### src/rtl/beta_alu_pkg.sv
// rtl/beta_alu_pkg.sv - alu function encodings, unit decode and illegal-fn check
package beta_alu_pkg;

    localparam logic [5:0] FN_ADD   = 6'b010000;
    localparam logic [5:0] FN_SUB   = 6'b010001;
    localparam logic [5:0] FN_CMPEQ = 6'b000011;
    localparam logic [5:0] FN_CMPLT = 6'b000101;
    localparam logic [5:0] FN_CMPLE = 6'b000111;
    localparam logic [5:0] FN_AND   = 6'b101000;
    localparam logic [5:0] FN_OR    = 6'b101110;
    localparam logic [5:0] FN_XOR   = 6'b100110;
    localparam logic [5:0] FN_SHL   = 6'b110000;
    localparam logic [5:0] FN_SHR   = 6'b110001;
    localparam logic [5:0] FN_SRA   = 6'b110011;

    // fn[5:4] selects the functional unit inside the alu
    typedef enum logic [1:0] {
        UNIT_CMP   = 2'b00,
        UNIT_ARITH = 2'b01,
        UNIT_BOOL  = 2'b10,
        UNIT_SHIFT = 2'b11
    } alu_unit_e;

    // Compare with no condition selected, or shift with fn[1:0]=10, has no defined result
    function automatic logic fn_illegal(input logic [5:0] fn);
        return ((fn[5:4] == 2'b00) && (fn[2:1] == 2'b00)) ||
               ((fn[5:4] == 2'b11) && (fn[1:0] == 2'b10));
    endfunction

endpackage

### src/rtl/beta_alu.sv
// rtl/beta_alu.sv - combinational beta alu: compare, add/sub, boolean table, shifts
module beta_alu
    import beta_alu_pkg::*;
(
    input  logic [5:0]  fn_i,
    input  logic [31:0] a_i,
    input  logic [31:0] b_i,
    output logic [31:0] y_o
);

    alu_unit_e   unit;
    logic [31:0] b_eff;
    logic [31:0] sum;
    logic [3:0]  tt;
    logic [4:0]  sh;

    assign unit  = alu_unit_e'(fn_i[5:4]);
    // fn[0] turns the adder into a subtractor (two's complement of b)
    assign b_eff = fn_i[0] ? ~b_i : b_i;
    assign sum   = a_i + b_eff + {31'd0, fn_i[0]};
    assign tt    = fn_i[3:0];
    assign sh    = b_i[4:0];

    // Unit select; undefined sub-codes yield 0 rather than X
    always_comb begin
        y_o = '0;
        unique case (unit)
            UNIT_ARITH: y_o = sum;
            UNIT_CMP: begin
                case (fn_i[2:1])
                    2'b01:   y_o = {31'd0, a_i == b_i};
                    2'b10:   y_o = {31'd0, $signed(a_i) < $signed(b_i)};
                    2'b11:   y_o = {31'd0, $signed(a_i) <= $signed(b_i)};
                    default: y_o = '0;
                endcase
            end
            UNIT_BOOL: begin
                // fn[3:0] is a truth table indexed by {b, a}
                for (int i = 0; i < 32; i++) begin
                    y_o[i] = tt[{b_i[i], a_i[i]}];
                end
            end
            UNIT_SHIFT: begin
                case (fn_i[1:0])
                    2'b00:   y_o = a_i << sh;
                    2'b01:   y_o = a_i >> sh;
                    2'b11:   y_o = $unsigned($signed(a_i) >>> sh);
                    default: y_o = '0;
                endcase
            end
            default: y_o = '0;
        endcase
    end

endmodule

### src/rtl/rr_arbiter.sv
// rtl/rr_arbiter.sv - round-robin arbiter owning the rotating priority pointer
module rr_arbiter #(
    parameter  int N  = 4,
    localparam int IW = $clog2(N)
) (
    input  logic          clk,
    input  logic          rst_n,
    input  logic [N-1:0]  req_i,
    input  logic          en_i,
    output logic [N-1:0]  gnt_o,
    output logic [IW-1:0] idx_o,
    output logic          valid_o
);

    logic [IW-1:0] ptr_q;
    logic [IW-1:0] ptr_d;
    logic [N-1:0]  req_eff;

    assign req_eff = en_i ? req_i : '0;

    // Scan from ptr upward with wrap; first requester found wins
    always_comb begin
        int            c;
        logic [IW-1:0] c_idx;
        c       = 0;
        c_idx   = '0;
        gnt_o   = '0;
        idx_o   = '0;
        valid_o = 1'b0;
        for (int k = 0; k < N; k++) begin
            c = int'(ptr_q) + k;
            if (c >= N) begin
                c = c - N;
            end
            c_idx = IW'(c);
            if (!valid_o && req_eff[c_idx]) begin
                valid_o      = 1'b1;
                gnt_o[c_idx] = 1'b1;
                idx_o        = c_idx;
            end
        end
    end

    // Pointer moves to just past the winner; idle cycles leave it alone
    always_comb begin
        ptr_d = ptr_q;
        if (valid_o) begin
            ptr_d = (idx_o == IW'(N - 1)) ? '0 : idx_o + IW'(1);
        end
    end

    // Pointer register
    always_ff @(posedge clk or negedge rst_n) begin
        if (!rst_n) begin
            ptr_q <= '0;
        end else begin
            ptr_q <= ptr_d;
        end
    end

endmodule

### src/rtl/alu_arbiter.sv
// rtl/alu_arbiter.sv - shares one alu among NUM_REQ requesters with a tagged result slot
module alu_arbiter
    import beta_alu_pkg::*;
#(
    parameter  int NUM_REQ = 4,
    localparam int ID_W    = $clog2(NUM_REQ)
) (
    input  logic                  clk,
    input  logic                  rst_n,
    input  logic [NUM_REQ-1:0]    req_valid,
    input  logic [6*NUM_REQ-1:0]  req_fn,
    input  logic [32*NUM_REQ-1:0] req_a,
    input  logic [32*NUM_REQ-1:0] req_b,
    output logic [NUM_REQ-1:0]    req_ready,
    output logic                  rsp_valid,
    input  logic                  rsp_ready,
    output logic [31:0]           rsp_y,
    output logic [ID_W-1:0]       rsp_id,
    output logic                  rsp_err
);

    logic               rsp_valid_q;
    logic [31:0]        rsp_y_q;
    logic [ID_W-1:0]    rsp_id_q;
    logic               rsp_err_q;

    logic               slot_free;
    logic               arb_en;
    logic [NUM_REQ-1:0] gnt;
    logic [ID_W-1:0]    gnt_idx;
    logic               gnt_valid;

    logic [5:0]         fn_sel;
    logic [31:0]        a_sel;
    logic [31:0]        b_sel;
    logic [31:0]        alu_y;
    logic               sel_err;
    logic [31:0]        y_d;

    // The slot can take a new result when empty or being drained this cycle;
    // reset also blocks grants so req_ready reads 0 while rst_n is low.
    assign slot_free = !rsp_valid_q || rsp_ready;
    assign arb_en    = slot_free && rst_n;

    rr_arbiter #(.N(NUM_REQ)) u_rr (
        .clk     (clk),
        .rst_n   (rst_n),
        .req_i   (req_valid),
        .en_i    (arb_en),
        .gnt_o   (gnt),
        .idx_o   (gnt_idx),
        .valid_o (gnt_valid)
    );

    assign req_ready = gnt;

    // Operand mux: route the winner's fn and operands to the alu
    always_comb begin
        fn_sel = '0;
        a_sel  = '0;
        b_sel  = '0;
        for (int i = 0; i < NUM_REQ; i++) begin
            if (gnt_idx == ID_W'(i)) begin
                fn_sel = req_fn[6*i +: 6];
                a_sel  = req_a[32*i +: 32];
                b_sel  = req_b[32*i +: 32];
            end
        end
    end

    beta_alu u_alu (
        .fn_i (fn_sel),
        .a_i  (a_sel),
        .b_i  (b_sel),
        .y_o  (alu_y)
    );

    // Illegal codes are still accepted but report err with a clean zero result
    assign sel_err = fn_illegal(fn_sel);
    assign y_d     = sel_err ? '0 : alu_y;

    // Result slot: load on grant, empty on drain-only, hold otherwise
    always_ff @(posedge clk or negedge rst_n) begin
        if (!rst_n) begin
            rsp_valid_q <= 1'b0;
            rsp_y_q     <= '0;
            rsp_id_q    <= '0;
            rsp_err_q   <= 1'b0;
        end else if (gnt_valid) begin
            rsp_valid_q <= 1'b1;
            rsp_y_q     <= y_d;
            rsp_id_q    <= gnt_idx;
            rsp_err_q   <= sel_err;
        end else if (rsp_ready) begin
            rsp_valid_q <= 1'b0;
        end
    end

    assign rsp_valid = rsp_valid_q;
    assign rsp_y     = rsp_y_q;
    assign rsp_id    = rsp_id_q;
    assign rsp_err   = rsp_err_q;

endmodule

### config.mk
export PLATFORM = sky130hd
export DESIGN_NAME = alu_arbiter
export DESIGN_NICKNAME = d
export VERILOG_FILES = /design/src/rtl/beta_alu_pkg.sv /design/src/rtl/beta_alu.sv /design/src/rtl/rr_arbiter.sv /design/src/rtl/alu_arbiter.sv
export SDC_FILE = /design/constraint.sdc
export NUM_CORES = 1
export LEC_CHECK = 0
export CAP_MARGIN = 5
export CORE_MARGIN = 10
export CORE_UTILIZATION = 50
export CTS_BUF_LIST = sky130_fd_sc_hd__clkbuf_8
export DETAILED_ROUTE_END_ITERATION = 6
export DONT_BUFFER_PORTS = 1
export PLACE_DENSITY = 0.63
export RECOVER_POWER = 50
export SLEW_MARGIN = 20
export SYNTH_ARGS = -nofsm -noshare
export SYNTH_HDL_FRONTEND = slang
export SYNTH_SLANG_ARGS = --single-unit
### constraint.sdc
create_clock -name clk -period 14.6 [get_ports clk]
set_input_delay 1.46 -clock clk [delete_from_list [all_inputs] [get_ports clk]]
set_output_delay 1.46 -clock clk [all_outputs]
set_load 0.02 [all_outputs]
Word level (Yosys, flattened, before mapping). Cells that the tools add are included.

Word-level logic and storage cells: 219. Memories kept: 0. Bits in writable memories: 0. Input port bits: 287. Latch bits: 0. Flip-flop bits (word level): 38. Memory bits (read-only): 0.

Shifts and indexed selects: 3. Reductions and logical operators: 21. Divide/modulo/power cells: 0. Equal/unequal tests: 13. Bitwise logic cells: 4. Add/subtract/negate cells: 10. $mul: 0. Muxes and demuxes: 117. Magnitude comparators: 46.

Operator list (number): 32-bit 2-to-1 mux (10); 32-bit case mux with 4 select lines (1); 2-bit by 3-bit < comparator with 1-bit output, second input constant (36); 32-bit case mux with 3 select lines (1); 1-bit binary-select mux with 2-bit select (36); 1-bit 2-to-1 mux (46); 32-bit by 1-bit adder with 32-bit output (1); 32-bit adder (1); 32-bit == test (1); 32-bit less-or-equal comparator (1); 32-bit < comparator (1); 32-bit inverter (1); 32-bit by 5-bit left shift with 32-bit output (1); 32-bit by 5-bit >> shifter with 32-bit output (1); 32-bit by 5-bit >>> shifter with 32-bit output (1); 6-bit 2-to-1 mux (4); 4-bit 2-to-1 mux (5); 2-bit 2-to-1 mux (9); 2-bit == test, second input constant (8); 4-bit OR (3); 1-bit logical AND (10); 3-bit greater-or-equal comparator, second input constant (3); 1-bit demux with 2-bit select (4); 2-bit by 1-bit == test with 1-bit output, second input constant (4); other kinds (11) (25).

Longest topological paths before layout. Gate-level depths: netlist (run 1).

Word-level depth: 27. Depth in mapped cells: 33.

Hierarchy. From an unflattened synthesis (run 1), not the netlist that was laid out.

Cells, all modules: 1273. Area total of the unflattened synthesis: 10959.3 µm².

Modules (own cells, without submodules): beta_alu (sequential area each 0.0 µm², instances 1, area an instance 7318.3 µm², cells an instance 1030); alu_arbiter (sequential area each 900.9 µm², instances 1, area an instance 2997.9 µm², cells an instance 173); rr_arbiter (sequential area each 50.0 µm², instances 1, area an instance 643.1 µm², cells an instance 70).

Worst setup path after synthesis (run 1). OpenSTA, ideal clock, no wires.

Path kind: input -> register. Start: input port rsp_ready. End: register rsp_y_q[16] (netlist: rsp_y[16]). Buffers on the path: 6. Setup slack: 7.079 ns. Required time: 14.474 ns. Stages: 32. Arrival: 7.395 ns. Setup time: 0.126 ns. Cell sequence: nand2b_1 and2_1 clkbuf_1 nor2b_1 nand2_1 o21ai_0 nor2_1 nor2_1 a21oi_1 inv_1 ha_1 or2_1 buf_4 a221o_1 o221a_2 buf_2 buf_1 clkbuf_1 buf_1 nor2_1 nor2_1 ha_1 a21o_1 a221oi_1 o2bb2ai_1 or2_2 a21oi_1 o21ai_0 xnor2_1 a22oi_1 a21oi_1 a221o_1.

Word-level cells in the longest chain between the ends: 26.

Ends and longest elaborated chain: start: declaration (line alu_arbiter.sv:16) `input logic rsp_ready,`; 1-bit logical OR (*) (line alu_arbiter.sv:42) `assign slot_free = !rsp_valid_q || rsp_ready;`; 1-bit logical AND (*) (line alu_arbiter.sv:43) `assign arb_en = slot_free && rst_n;`; 4-bit 2-to-1 mux (*) (line rr_arbiter.sv:19) `assign req_eff = en_i ? req_i : '0;`; 1-bit binary-select mux with 2-bit select (line rr_arbiter.sv:36) `if (!valid_o && req_eff[c_idx]) begin`; 1-bit 2-to-1 mux (not written as such) (line rr_arbiter.sv:36); 1-bit 2-to-1 mux (line rr_arbiter.sv:36); 1-bit zero test (line rr_arbiter.sv:36); 1-bit logical AND (line rr_arbiter.sv:36); [7 not listed]; named net gnt_idx[0] (line alu_arbiter.sv:30) `logic [ID_W-1:0] gnt_idx;`; 2-bit zero test (line alu_arbiter.sv:63) `if (gnt_idx == ID_W'(i)) begin`; 32-bit 2-to-1 mux (4 in a row) (line alu_arbiter.sv:63); 32-bit inverter (line beta_alu.sv:19) `assign b_eff = fn_i[0] ? ~b_i : b_i;`; 32-bit 2-to-1 mux (line beta_alu.sv:19); 32-bit adder (line beta_alu.sv:20) `assign sum = a_i + b_eff + {31'd0, fn_i[0]};`; 32-bit by 1-bit adder with 32-bit output (line beta_alu.sv:20); 32-bit case mux with 4 select lines (line beta_alu.sv:27) `unique case (unit)`; 32-bit 2-to-1 mux (*) (line alu_arbiter.sv:80) `assign y_d = sel_err ? '0 : alu_y;`; end signal: assignment (line alu_arbiter.sv:91) `rsp_y_q <= y_d;`; end: declaration (line alu_arbiter.sv:23) `logic [31:0] rsp_y_q;`.

Mark *: on every way through the listed nets, which the timed path passes. The rest lies on a longest branch. The select of a mux whose other input is x is not followed. A chain may end at the register's enable or synchronous reset.

Worst setup path in the final report (run 1).
Start: input port rsp_ready. End: register rsp_y_q[30] (netlist: rsp_y[30]).

Same word-level chain as after synthesis.

==> results of run 1 <==
-- worst reg2reg max path: cells and delay by family, from the launching register on --
family                     cells  cell delay (ps)
AOI/OAI and AO/OA             13             3590
buffers and inverters          4             1510
adders and majority gates      3             1190
and+or+nand+nor                5             1170
DFF                            1              570
xor gates and xnor gates       1              170
-- logic make-up after synthesis --
kind of cell	share of synthesized area, %
compound gates	37.7
xor+xnor	4.42
fa+ha+maj	7.91
buf+inv	6.86
flops	8.28
mux	16.9
simple gates	18.0
-- synth_stat cells (6+ instances only) --
library cell               count
sky130_fd_sc_hd__o21a_1       10
sky130_fd_sc_hd__nand2_1      98
sky130_fd_sc_hd__buf_1        13
sky130_fd_sc_hd__nand4_1      13
sky130_fd_sc_hd__inv_2         7
sky130_fd_sc_hd__o21ai_1      18
sky130_fd_sc_hd__clkbuf_1     43
sky130_fd_sc_hd__a221oi_2     16
sky130_fd_sc_hd__buf_2        44
sky130_fd_sc_hd__xnor2_1      44
sky130_fd_sc_hd__a21oi_1     182
sky130_fd_sc_hd__a22oi_1      41
sky130_fd_sc_hd__xor2_1       14
sky130_fd_sc_hd__ha_1         71
sky130_fd_sc_hd__a211oi_1     26
sky130_fd_sc_hd__a31oi_1      21
sky130_fd_sc_hd__a21o_1       30
sky130_fd_sc_hd__nor2_4       12
sky130_fd_sc_hd__inv_1        16
sky130_fd_sc_hd__dfrtp_1      38
sky130_fd_sc_hd__a221o_1      15
sky130_fd_sc_hd__mux2i_1     165
sky130_fd_sc_hd__nor3_1       38
sky130_fd_sc_hd__nor2_2       18
sky130_fd_sc_hd__o221ai_1      9
sky130_fd_sc_hd__a211o_1       6
sky130_fd_sc_hd__o31ai_1       7
sky130_fd_sc_hd__o211ai_1     26
sky130_fd_sc_hd__a22o_1       11
sky130_fd_sc_hd__o22ai_1      45
sky130_fd_sc_hd__nand3_1      20
sky130_fd_sc_hd__nor2b_1      16
sky130_fd_sc_hd__a221oi_1     35
sky130_fd_sc_hd__buf_4        12
sky130_fd_sc_hd__nand2b_1     13
sky130_fd_sc_hd__nor2_1      169
sky130_fd_sc_hd__mux2_2       16
sky130_fd_sc_hd__o21ai_0      74
sky130_fd_sc_hd__buf_6        13
-- per-layer routing --
layer	vias to the layer above	GRT usage [%]
li1	5863	-
met1	6298	44.5
met2	899	60.1
met3	180	10.2
met4	4	19.1
met5	-	0
-- how the worst min path moves through the flow --
| stage | slack [ps] | start | to |
|---|---|---|---|
| after global routing | 620 | u_rr.ptr_q[1] | u_rr.ptr_q[1] |
| after CTS | 590 | u_rr.ptr_q[1] | u_rr.ptr_q[1] |
| final | 600 | u_rr.ptr_q[1] | u_rr.ptr_q[1] |
| after detailed placement | 570 | u_rr.ptr_q[1] | u_rr.ptr_q[1] |
| after floorplan | 530 | u_rr.ptr_q[1] | u_rr.ptr_q[1] |
| after global placement | 560 | u_rr.ptr_q[1] | u_rr.ptr_q[1] |
-- registers in the layout (all words and copies together) (netlist names) --
name and flops:
u_rr.ptr_q 2, rsp_y 32, rsp_err 1, rsp_valid 1
rsp_id 2
-- layout make-up --
type	instances	area (µm²)
fillers	2266	11100
flip-flops and latches	38	951
diodes	5	12.5
repair buffers	37	278
multi-input cells	1378	9790
clock buffers	6	82.6
inverters	25	101
well taps	285	357
-- through the flow --
stage	util (%)	hold WS, ps	instances
2_1_floorplan	-	533	1567
3_3_place_gp	50.7	557	1763
3_5_place_dp	50.7	574	1763
4_1_cts	51.0	595	1769
5_1_grt	51.0	619	1770
6_report	51.1	598	1774
==> results, run 1 <==
- The run finished with clean final reports.
- The number of flops mapped to enable cells by yosys is 0.
- The met3 wirelength from detailed routing is 6.52 mm.
- The setup skew after layout is 26.6 ps.
- The highest achievable clock rate is 113 MHz.
- The layout-stage area growth over the synthesis result is 0.697%.
- The longest clock path from root to sink contains 2 buffers.
- The nature of the critical path startpoint is an input port.
- After synthesis, the cell types taking the most area are sky130_fd_sc_hd__mux2i_1 14%, sky130_fd_sc_hd__dfrtp_1 8.3%, sky130_fd_sc_hd__a21oi_1 7.9%.
- The die is between 150 and 200 µm wide.
- The via count of the first global-routing pass is between 10000 and 15000.
- Setup repair after global routing left no endpoint under its margin.
- Input and output buffers added on the ports amount to 0.
- The topmost layer with routed signal wires is met5.
- Clock tree synthesis found a total of 38 sinks.
- The cell at the slowest stage of the critical path is sky130_fd_sc_hd__buf_4.
- Cells with a size suffix above 1 make up slightly below 10% of the layout.
- The worst pin sits at a relative slew slack of 25.3%.
- After technology mapping, the gate count stands at roughly 1600.
- The height of the die is 172 µm.
- The transition at the pin with the smallest max-transition slack is about 1100 ps.
- For this run, the total global-route usage over all layers was measured as 37.3%.
- The Yosys step of the flow raised 0 warnings.
- The buffers inserted during post-CTS setup optimization is 0.
- The type of the setup path with the least slack is input port to flop.
- The post-route antenna net violation count is 0.
- After synthesis the netlist holds a flip-flop and latch count of 38.
- Across all layers, the routed design uses about 13000 vias.
- The instance count along the most critical hold path is 1.
- The first-pass detailed-route iteration total is 6.
- The share of Yosys cell area claimed by the top area cell type is roughly 14%.
- The mean instance size in the synthesized netlist is between 7 and 8 µm².
- The floorplan has between 50 and 60 rows.
- Among the stages of the critical path, the cell type that occurs most often is sky130_fd_sc_hd__nor2_1.
- Once placement finished, the instance area stood at 11500 µm².
- The detailed-route DRC error count is 0.
- The count of pins on the block boundary is 327.
- Max-cap violations in this run came to 0.
- The remaining global-route overflow is 0.
- STA puts the critical path data arrival time at 9040 ps.
- The number of different library cells used by synthesis comes to between 90 and 100.
- The finished cells cover ~12000 µm².
- The number of nets handed over by synthesis was just under 2000.
- For this block, wires on met1 add up to 21.3 mm.
- The detailed router finished its first iteration with 1874 violations.
- TritonCTS created 5 clock buffers.
- The commonest register cell after synthesis is sky130_fd_sc_hd__dfrtp_1.
- The floorplan step defined a core boundary enclosing between 20000 and 25000 µm².
- Clock-pin slew was measured on the worst setup and hold paths at ~100 ps.
- The detailed-route wire length per cell is around 32 µm.
- The critical path crosses 27 cells after its start point.
- The endpoint of the worst setup timing path is rsp_y[30].
- Clock latency on the worst-skew pair, taken at its later pin, is 320 ps.
- The placer's final routability congestion estimate is ~1.1.
- Setup violations remaining at the end of the flow were counted as 0.
- The top cell types in the final layout, fill and taps aside, are 182 x sky130_fd_sc_hd__a21oi_1, 169 x sky130_fd_sc_hd__nor2_1, 165 x sky130_fd_sc_hd__mux2i_1.
- The largest stage delay on the critical path is roughly 600 ps.
- The CTS tree is built.
- The worst endpoint required time is 14810 ps.
- The final routed wirelength across all metal layers is 57.2 mm.
- The buffer and inverter count on the worst path is 3.
- The startpoint identified for the worst register-to-register timing path is u_rr.ptr_q[0].
- In the post-route analysis, the smallest setup slack over all paths is 5780 ps.
- Among cell families on the critical path, the largest total delay comes from compound AO/OA/AOI/OAI gates.
- The slack of the worst reg-to-reg path is between 6000 and 7000 ps.
- The initial cell density of the core is between 50% and 60%.
- The synthesized netlist occupies a cell area of roughly 11000 µm².
- The largest net degree at the start of global routing is between 70 and 80.
- The path category of the worst min-delay check is flop to flop.
- The number of antenna violations at the first check in global routing is 5.
- The maximum fanout along the worst path is 57.
- In the synthesized netlist the async set-or-reset flop fraction comes to 100%.
- The H-tree generated during clock tree synthesis spans 2 levels.
- The cell type with the highest aggregate area in the netlist is sky130_fd_sc_hd__mux2i_1.
- The sequential area share after synthesis is about 8.3%.
- In this run the critical register-to-register path is captured at rsp_y[30].
- The worst register-to-register path has a depth of 26.
- The shortest clock period the worst path allows after layout is 8820 ps.
- The first global-routing pass estimated a little over 80 mm of wire.
- The beginning of the critical path is rsp_ready.
- STA classifies the critical path endpoint as a flop.
- The detailed-routed wire length on met2 is ~26 mm.
- The pre-CTS setup slack is 5690 ps.
- In the routed layout, each cell is associated on average with a via count of around 7.5.
- The max-slew violation count is 0.
- The detailed placement HPWL is 44.1 mm.
- The most frequent standard cell in the layout excluding fill and tap cells is sky130_fd_sc_hd__a21oi_1.
- The post-cts repair resize count is 0.
- The number of buffers added to fix hold violations after cts is 0.
- The share of the clock period used by the worst path is approximately 60%.
- The number of hold violations in the final report is 0.
- The area of the die is 29400 µm².
- CTS placed an instance of sky130_fd_sc_hd__clkbuf_8 at the clock tree root.
- For the final routed database, the setup TNS stands at 0 ps.
- For this run, the post-layout net count is 1844.
Power of run 1 is left out: the tool's default activity adds up to more than one toggle a clock period on the data nets, which glitch-free logic cannot reach.
==> run 2, diff against run 1 <==
- clock period: 14.6 -> 9.2 ns (I/O delays scaled with it)
==> run 2 against run 1 <==
  * Worst hold slack lost 330 ps
  * Sequential share of layout area about the same
  * Cell area fell by 0.13%
  * Critical path depth shrank 3
  * Setup slack got worse by 4600 ps
==> results, run 2 (synthesis gave the netlist of run 1 again) <==
- The vias per cell is 7.46 (about the same).
- The count of pins on the block boundary is 327 (unchanged).
- The most frequent standard cell in the layout excluding fill and tap cells is sky130_fd_sc_hd__a21oi_1.
- The clock latency on the worst-skew pair came to 320 ps (about the same).
- The share of cells above drive strength 1 is 9.70% (unchanged).
- The detailed placement HPWL is 43.9 mm (-0.48%).
- The number of DRC markers in iteration 0 is 1737 (-7.3%).
- The cell sitting at the root of the clock tree is a sky130_fd_sc_hd__clkbuf_8.
- The sum of negative setup slack is 0 ps (unchanged).
- The maximum fanout along the worst path is 71 (+25%).
- The via count of the first global-routing pass is 12451 (-0.58%).
- The post-cts repair resize count is 0 (unchanged).
- The terminus of the critical flop-to-flop path is rsp_y[30].
- The detailed-route DRC error count is 0 (unchanged).
- The buffers inserted during post-CTS setup optimization was 0 (unchanged).
- Walking the worst path, the cells encountered are nand2b_1 -> and2_1 -> nor2b_1 -> nand2_1 -> o21ai_0 -> nor2_1 -> nor2_1 -> a21oi_1 -> ha_2 -> buf_4 -> a221o_1 -> o221a_2 -> xnor2_1 -> ha_1 -> and3_1 -> a221oi_1 -> o2bb2ai_1 -> o221ai_1 -> o221ai_1 -> a21o_1 -> a21o_1 -> a21oi_1 -> xor2_1 -> a2bb2oi_1.
- The initial cell density of the core came to 50.7% (unchanged).
- In this run the critical register-to-register path is launched from u_rr.ptr_q[0].
- The path category of the worst min-delay check is input port to asynchronous set/reset pin.
- Static timing analysis puts the maximum clock frequency at about 120 MHz.
- Grouping stages by cell kind, the critical path spends the most delay in compound AO/OA/AOI/OAI gates.
- The worst endpoint required time is 9390 ps (-5420 ps).
- The buffer and inverter count on the worst path is 1 (-2).
- The number of antenna violations at the first check in global routing is 2 (-3).
- The slowest stage of the critical path belongs to the cell sky130_fd_sc_hd__o221a_2.
- The number of cells on the worst reg-to-reg path is 22 (-15%).
- The max-slew violation count is 0 (unchanged).
- The area inside the core boundary is 22600 µm² (unchanged).
- The worst endpoint data arrival time was 8240 ps (-800 ps).
- Compared with the post-synthesis result, the final layout area differs by 0.566%.
- The height of the die is 172 µm (unchanged).
- The transition at the pin with the smallest max-transition slack is 1170 ps (+45.9 ps).
- The number of placement rows was 55 (unchanged).
- The nature of the critical path startpoint is an input port.
- The endpoint type of the worst setup path is a flop.
- The number of buffers added on ports came to 0 (unchanged).
- The share of the clock period used by the worst path is 87.6%.
- The max-cap violation count is 0 (unchanged).
- The count of final setup violators came to 0 (unchanged).
- The shortest clock period the worst path allows after layout is roughly 8000 ps.
- The horizontal extent of the die is 172 µm (unchanged).
- Setup repair after global routing left no endpoint under its margin.
- The largest net degree at the start of global routing is 72 (-4.0%).
- By startpoint and endpoint, the worst setup path is classified as input port to flop.
- The flow ran to the end, and the final reports show no timing, DRC or antenna violations.
- The number of hold violations in the final report is 0 (unchanged).
- The post-route antenna net violation count was 0 (unchanged).
- The total number of clock tree sinks is 38 (unchanged).
- The number of nets in the final layout is 1842 (-0.11%).
- The number of buffers added to fix hold violations after cts is 0 (unchanged).
- The first-pass detailed-route iteration total is 6 (unchanged).
- The placer's final routability congestion estimate was 1.03 (-7.1%).
- The fill cell total of the finished layout is 2351 (+3.8%).
- The detailed-route wire length per cell is 31.8 µm (-1.5%).
- The global-route wire length before repair is 81.6 mm (-1.8%).
- The clock input transition at the sequential cells of the worst setup and hold paths is 110 ps (about the same).
- The slack of the worst reg-to-reg path is 1200 ps (-5130 ps).
- The headroom to the max-slew limit is 21.7% (-3.5 points).
- The total vias in the final route is 13197 (-0.35%).
- The final routed wirelength across all metal layers is 56.2 mm (-1.8%).
- The number of buffers on the longest clock path came to 2 (unchanged).
- The remaining global-route overflow is 0 (unchanged).
- The setup skew after layout was 24.1 ps (-2.51 ps).
- The number of buffers inserted during clock tree synthesis is 5 (unchanged).
- The CTS tree is built.
- The combined global-route utilization of all metal layers is 36.5% (-0.80 points).
- The area of the die was 29400 µm² (unchanged).
- The number of diodes came to 0 (-5).
- The number of flip-flops in the largest register is 32 (unchanged).
- The level count of the clock H-tree came to 2 (unchanged).
- The largest stage delay on the critical path is 880 ps (+280 ps).
- Leaving out fill and tap cells, the most frequent cells in the layout are 182 x sky130_fd_sc_hd__a21oi_1, 169 x sky130_fd_sc_hd__nor2_1, 165 x sky130_fd_sc_hd__mux2i_1.
==> run 2: cell types whose count changed in the layout (fill, tap and decap cells not counted) <==
cell                         previous run  this run
sky130_fd_sc_hd__diode_2                5         0
sky130_fd_sc_hd__buf_4                 37        35
sky130_fd_sc_hd__clkinv_2               0         1
sky130_fd_sc_hd__clkinvlp_4             0         1
==> run 2: layout make-up <==
cell class                      count  area, µm²  share of cell area [%]
Tap cell                          285        357                    3.09
Inverter                           25        101                   0.877
Timing Repair Buffer               35        263                    2.27
Sequential cell                    38        951                    8.23
Clock buffer                        6       82.6                   0.715
Clock inverter                      2       12.5                   0.108
Multi-Input combinational cell   1378       9790                    84.7
==> run 2: how the worst max path moves through the flow <==
| stage | from | to | slack (ps) | cells after the start |
|---|---|---|---|---|
| floorplan | rsp_ready | rsp_y[16] | 2220 | 32 |
| global placement | rsp_ready | rsp_y[30] | 1250 | 25 |
| detailed placement | rsp_ready | rsp_y[30] | 1150 | 24 |
| CTS | rsp_ready | rsp_y[30] | 1430 | 24 |
| global route | rsp_ready | rsp_y[30] | 780 | 24 |
| finish | rsp_ready | rsp_y[30] | 1140 | 24 |
==> run 2: layer usage <==
metal | GRT usage (%) | wire length, µm | up-vias
li1 | - | - | 5862
met1 | 45.4 | 21800 | 6316
met2 | 58.4 | 25100 | 842
met3 | 7.08 | 5770 | 173
met4 | 19.4 | 3460 | 4
met5 | 0 | 30 | -
==> run 2: worst reg2reg max path, cell delays in order (launching register included) <==
cell and delay (ps):
sky130_fd_sc_hd__dfrtp_1 570, sky130_fd_sc_hd__inv_1 120, sky130_fd_sc_hd__ha_1 390, sky130_fd_sc_hd__o21ai_0 540
sky130_fd_sc_hd__nor2b_1 210, sky130_fd_sc_hd__nor3_1 50, sky130_fd_sc_hd__a21oi_1 520, sky130_fd_sc_hd__ha_2 340
sky130_fd_sc_hd__buf_4 640, sky130_fd_sc_hd__a221o_1 370, sky130_fd_sc_hd__o221a_2 880, sky130_fd_sc_hd__xnor2_1 190
sky130_fd_sc_hd__ha_1 430, sky130_fd_sc_hd__and3_1 210, sky130_fd_sc_hd__a221oi_1 610, sky130_fd_sc_hd__o2bb2ai_1 290
sky130_fd_sc_hd__o221ai_1 500, sky130_fd_sc_hd__o221ai_1 220, sky130_fd_sc_hd__a21o_1 230, sky130_fd_sc_hd__a21o_1 170
sky130_fd_sc_hd__a21oi_1 160, sky130_fd_sc_hd__xor2_1 170, sky130_fd_sc_hd__a2bb2oi_1 70
==> run 2: metrics by stage <==
stage                     std cells  hold slack (ps)  util, %  worst slack [ps]  cell area, µm²
after floorplan                1567              533        -              2220           11500
after global placement         1761              547     50.6              1250           11500
after detailed placement       1761              554     50.6              1150           11500
after CTS                      1769              276     51.0              1430           11600
after global routing           1769              274     51.0               780           11600
final                          1769              270     51.0              1140           11600
Power of run 2 is left out for the same reason.
==> run 3, diff against run 2 <==
- CTS_BUF_LIST: sky130_fd_sc_hd__clkbuf_8 -> not set
==> run 3 against run 2 <==
  * Non-clock buffer count unchanged
  * Wire length up 0.17%
  * Worst hold slack better by 32 ps
  * Maximum frequency down 1.1%
  * Die area unchanged
  * Setup slack worse by 94 ps
  * Clock-buffer cell count unchanged
  * Clock skew down 8.0 ps
  * Via count up 1.1%
  * Global-route usage about the same
  * Utilization up 0.26 points
  * Critical path type unchanged
  * Highest routed layer unchanged
==> results, run 3 (synthesis gave the netlist of run 1 again) <==
- The run finished with clean final reports.
- The vias per cell is 7.54 (+1.0%).
- The combined global-route utilization of all metal layers is 36.5% (about the same).
- The highest achievable clock rate is 123 MHz (-1.1%).
- The clock latency on the worst-skew pair is 300 ps (-20 ps).
- The horizontal extent of the die is 172 µm (unchanged).
- In this run the worst hold path is classified as input port to asynchronous set/reset pin.
- The post-layout worst setup margin is 1050 ps (-93.5 ps).
- The number of DRC markers in iteration 0 is 1821 (+4.8%).
- The placer's final routability congestion estimate is 1.03 (unchanged).
- The number of antenna violations at the first check in global routing is 2 (unchanged).
- The number of nets in the final layout is 1842 (unchanged).
- The number of buffers inserted during clock tree synthesis is 5 (unchanged).
- The level count of the clock H-tree is 2 (unchanged).
- The final routed wirelength across all metal layers is 56.3 mm (+0.17%).
- The number of flip-flops in the largest register is 32 (unchanged).
- The number of placement rows is 55 (unchanged).
- The layout-stage area growth over the synthesis result is 1.08%.
- In the layout the commonest cells are 182 x sky130_fd_sc_hd__a21oi_1, 169 x sky130_fd_sc_hd__nor2_1, 165 x sky130_fd_sc_hd__mux2i_1.
- The maximum fanout along the worst path is 71 (unchanged).
- The type of the setup path with the least slack is input port to flop.
- The pre-CTS setup slack is 1150 ps (unchanged).
- The nature of the critical path startpoint is an input port.
- The remaining global-route overflow was 0 (unchanged).
- The most frequent standard cell in the layout excluding fill and tap cells is sky130_fd_sc_hd__a21oi_1.
- The total vias in the final route is 13340 (+1.1%).
- The number of buffers added on ports is 0 (unchanged).
- The detailed placement HPWL came to 43.9 mm (unchanged).
- The number of buffers added to fix hold violations after cts is 0 (unchanged).
- The count of final setup violators is 0 (unchanged).
- The initial cell density of the core came to 50.7% (unchanged).
- The shortest clock period the worst path allows after layout is 8150 ps (+93.5 ps).
- The worst endpoint data arrival time is 8320 ps (+80 ps).
- The detailed-route DRC error count is 0 (unchanged).
- The via count of the first global-routing pass is 12451 (unchanged).
- The sum of negative setup slack is 0 ps (unchanged).
- The headroom to the max-slew limit is 24.0% (+2.2 points).
- The buffers inserted during post-CTS setup optimization was 0 (unchanged).
- The number of hold violations in the final report is 0 (unchanged).
- The clock input transition at the sequential cells of the worst setup and hold paths is 80 ps (-30 ps).
- The area inside the core boundary came to 22600 µm² (unchanged).
- The detailed-route wire length per cell was 31.8 µm (+0.11%).
- The tree is rooted in a sky130_fd_sc_hd__clkbuf_16.
- The global-route wire length before repair came to 81.6 mm (about the same).
- The largest net degree at the start of global routing is 72 (unchanged).
- The post-route antenna net violation count was 0 (unchanged).
- The transition at the pin with the smallest max-transition slack is 1130 ps (-33.3 ps).
- The setup skew after layout came to 16.1 ps (-8.04 ps).
- The endpoint type of the worst setup path is a flop.
- The number of buffers on the longest clock path is 2 (unchanged).
- Setup repair after global routing left no endpoint under its margin.
- The max-slew violation count is 0 (unchanged).
- The max-cap violation count came to 0 (unchanged).
- The share of the clock period used by the worst path is 88.6% (+1.0 points).
- The worst hold slack was 301 ps (+31.6 ps).
- The height of the die is 172 µm (unchanged).
- The worst endpoint required time is 9370 ps (-20 ps).
- TritonCTS built the clock tree.
- The first-pass detailed-route iteration total is 6 (unchanged).
- The total number of clock tree sinks is 38 (unchanged).
- The post-cts repair resize count is 0 (unchanged).
- The share of cells above drive strength 1 is 9.70% (unchanged).
- The count of pins on the block boundary came to 327 (unchanged).
- The area of the die is 29400 µm² (unchanged).
[run 3: cell types whose count changed in the layout (fill, tap and decap cells not counted), sizes merged]
cell and delta:
diode +1
[run 3: worst max-delay path: stages]
cell,delay (ps)
sky130_fd_sc_hd__nand2b_1,130
sky130_fd_sc_hd__and2_1,250
sky130_fd_sc_hd__nor2b_1,190
sky130_fd_sc_hd__nand2_1,70
sky130_fd_sc_hd__o21ai_0,220
sky130_fd_sc_hd__nor2_1,330
sky130_fd_sc_hd__nor2_1,80
sky130_fd_sc_hd__a21oi_1,580
sky130_fd_sc_hd__ha_2,340
sky130_fd_sc_hd__buf_4,640
sky130_fd_sc_hd__a221o_1,350
sky130_fd_sc_hd__o221a_2,890
sky130_fd_sc_hd__xnor2_1,180
sky130_fd_sc_hd__ha_1,430
sky130_fd_sc_hd__and3_1,210
sky130_fd_sc_hd__a221oi_1,650
sky130_fd_sc_hd__o2bb2ai_1,300
sky130_fd_sc_hd__o221ai_1,500
sky130_fd_sc_hd__o221ai_1,220
sky130_fd_sc_hd__a21o_1,230
sky130_fd_sc_hd__a21o_1,170
sky130_fd_sc_hd__a21oi_1,160
sky130_fd_sc_hd__xor2_1,170
sky130_fd_sc_hd__a2bb2oi_1,70
[run 3: final timing paths]
check / startpoint / end / cells past startpoint / slack (ps)
max: rsp_ready / rsp_y[30] / 24 / 1050
min: rst_n / rsp_id[1] / 0 / 300
max in group asynchronous: rst_n / rsp_err / 0 / 8780
min reg2reg: u_rr.ptr_q[1] / u_rr.ptr_q[1] / 1 / 570
min in group clk: u_rr.ptr_q[1] / u_rr.ptr_q[1] / 1 / 570
max reg2reg: u_rr.ptr_q[0] / rsp_y[30] / 22 / 1100
[run 3: area by class of cell]
class	instances	area, µm²
well taps	285	357
fillers	2340	11000
diodes	1	2.50
flip-flops and latches	38	951
repair buffers	35	263
clock inverters	2	12.5
multi-input cells	1378	9790
inverters	25	101
clock buffers	6	139
[run 3: per-stage QoR]
| stage | util, % | std cells | instance area, µm² |
|---|---|---|---|
| CTS | 51.3 | 1769 | 11600 |
| detailed placement | 50.6 | 1761 | 11500 |
| floorplan | - | 1567 | 11500 |
| global placement | 50.6 | 1761 | 11500 |
| finish | 51.3 | 1770 | 11600 |
| global route | 51.3 | 1769 | 11600 |
[run 3: metal layers]
layer	track usage, %	routed length (µm)
met3	7.06	6040
met5	0	29
met4	19.4	3630
met1	45.3	21500
met2	58.4	25100
Power of run 3 is left out for the same reason.
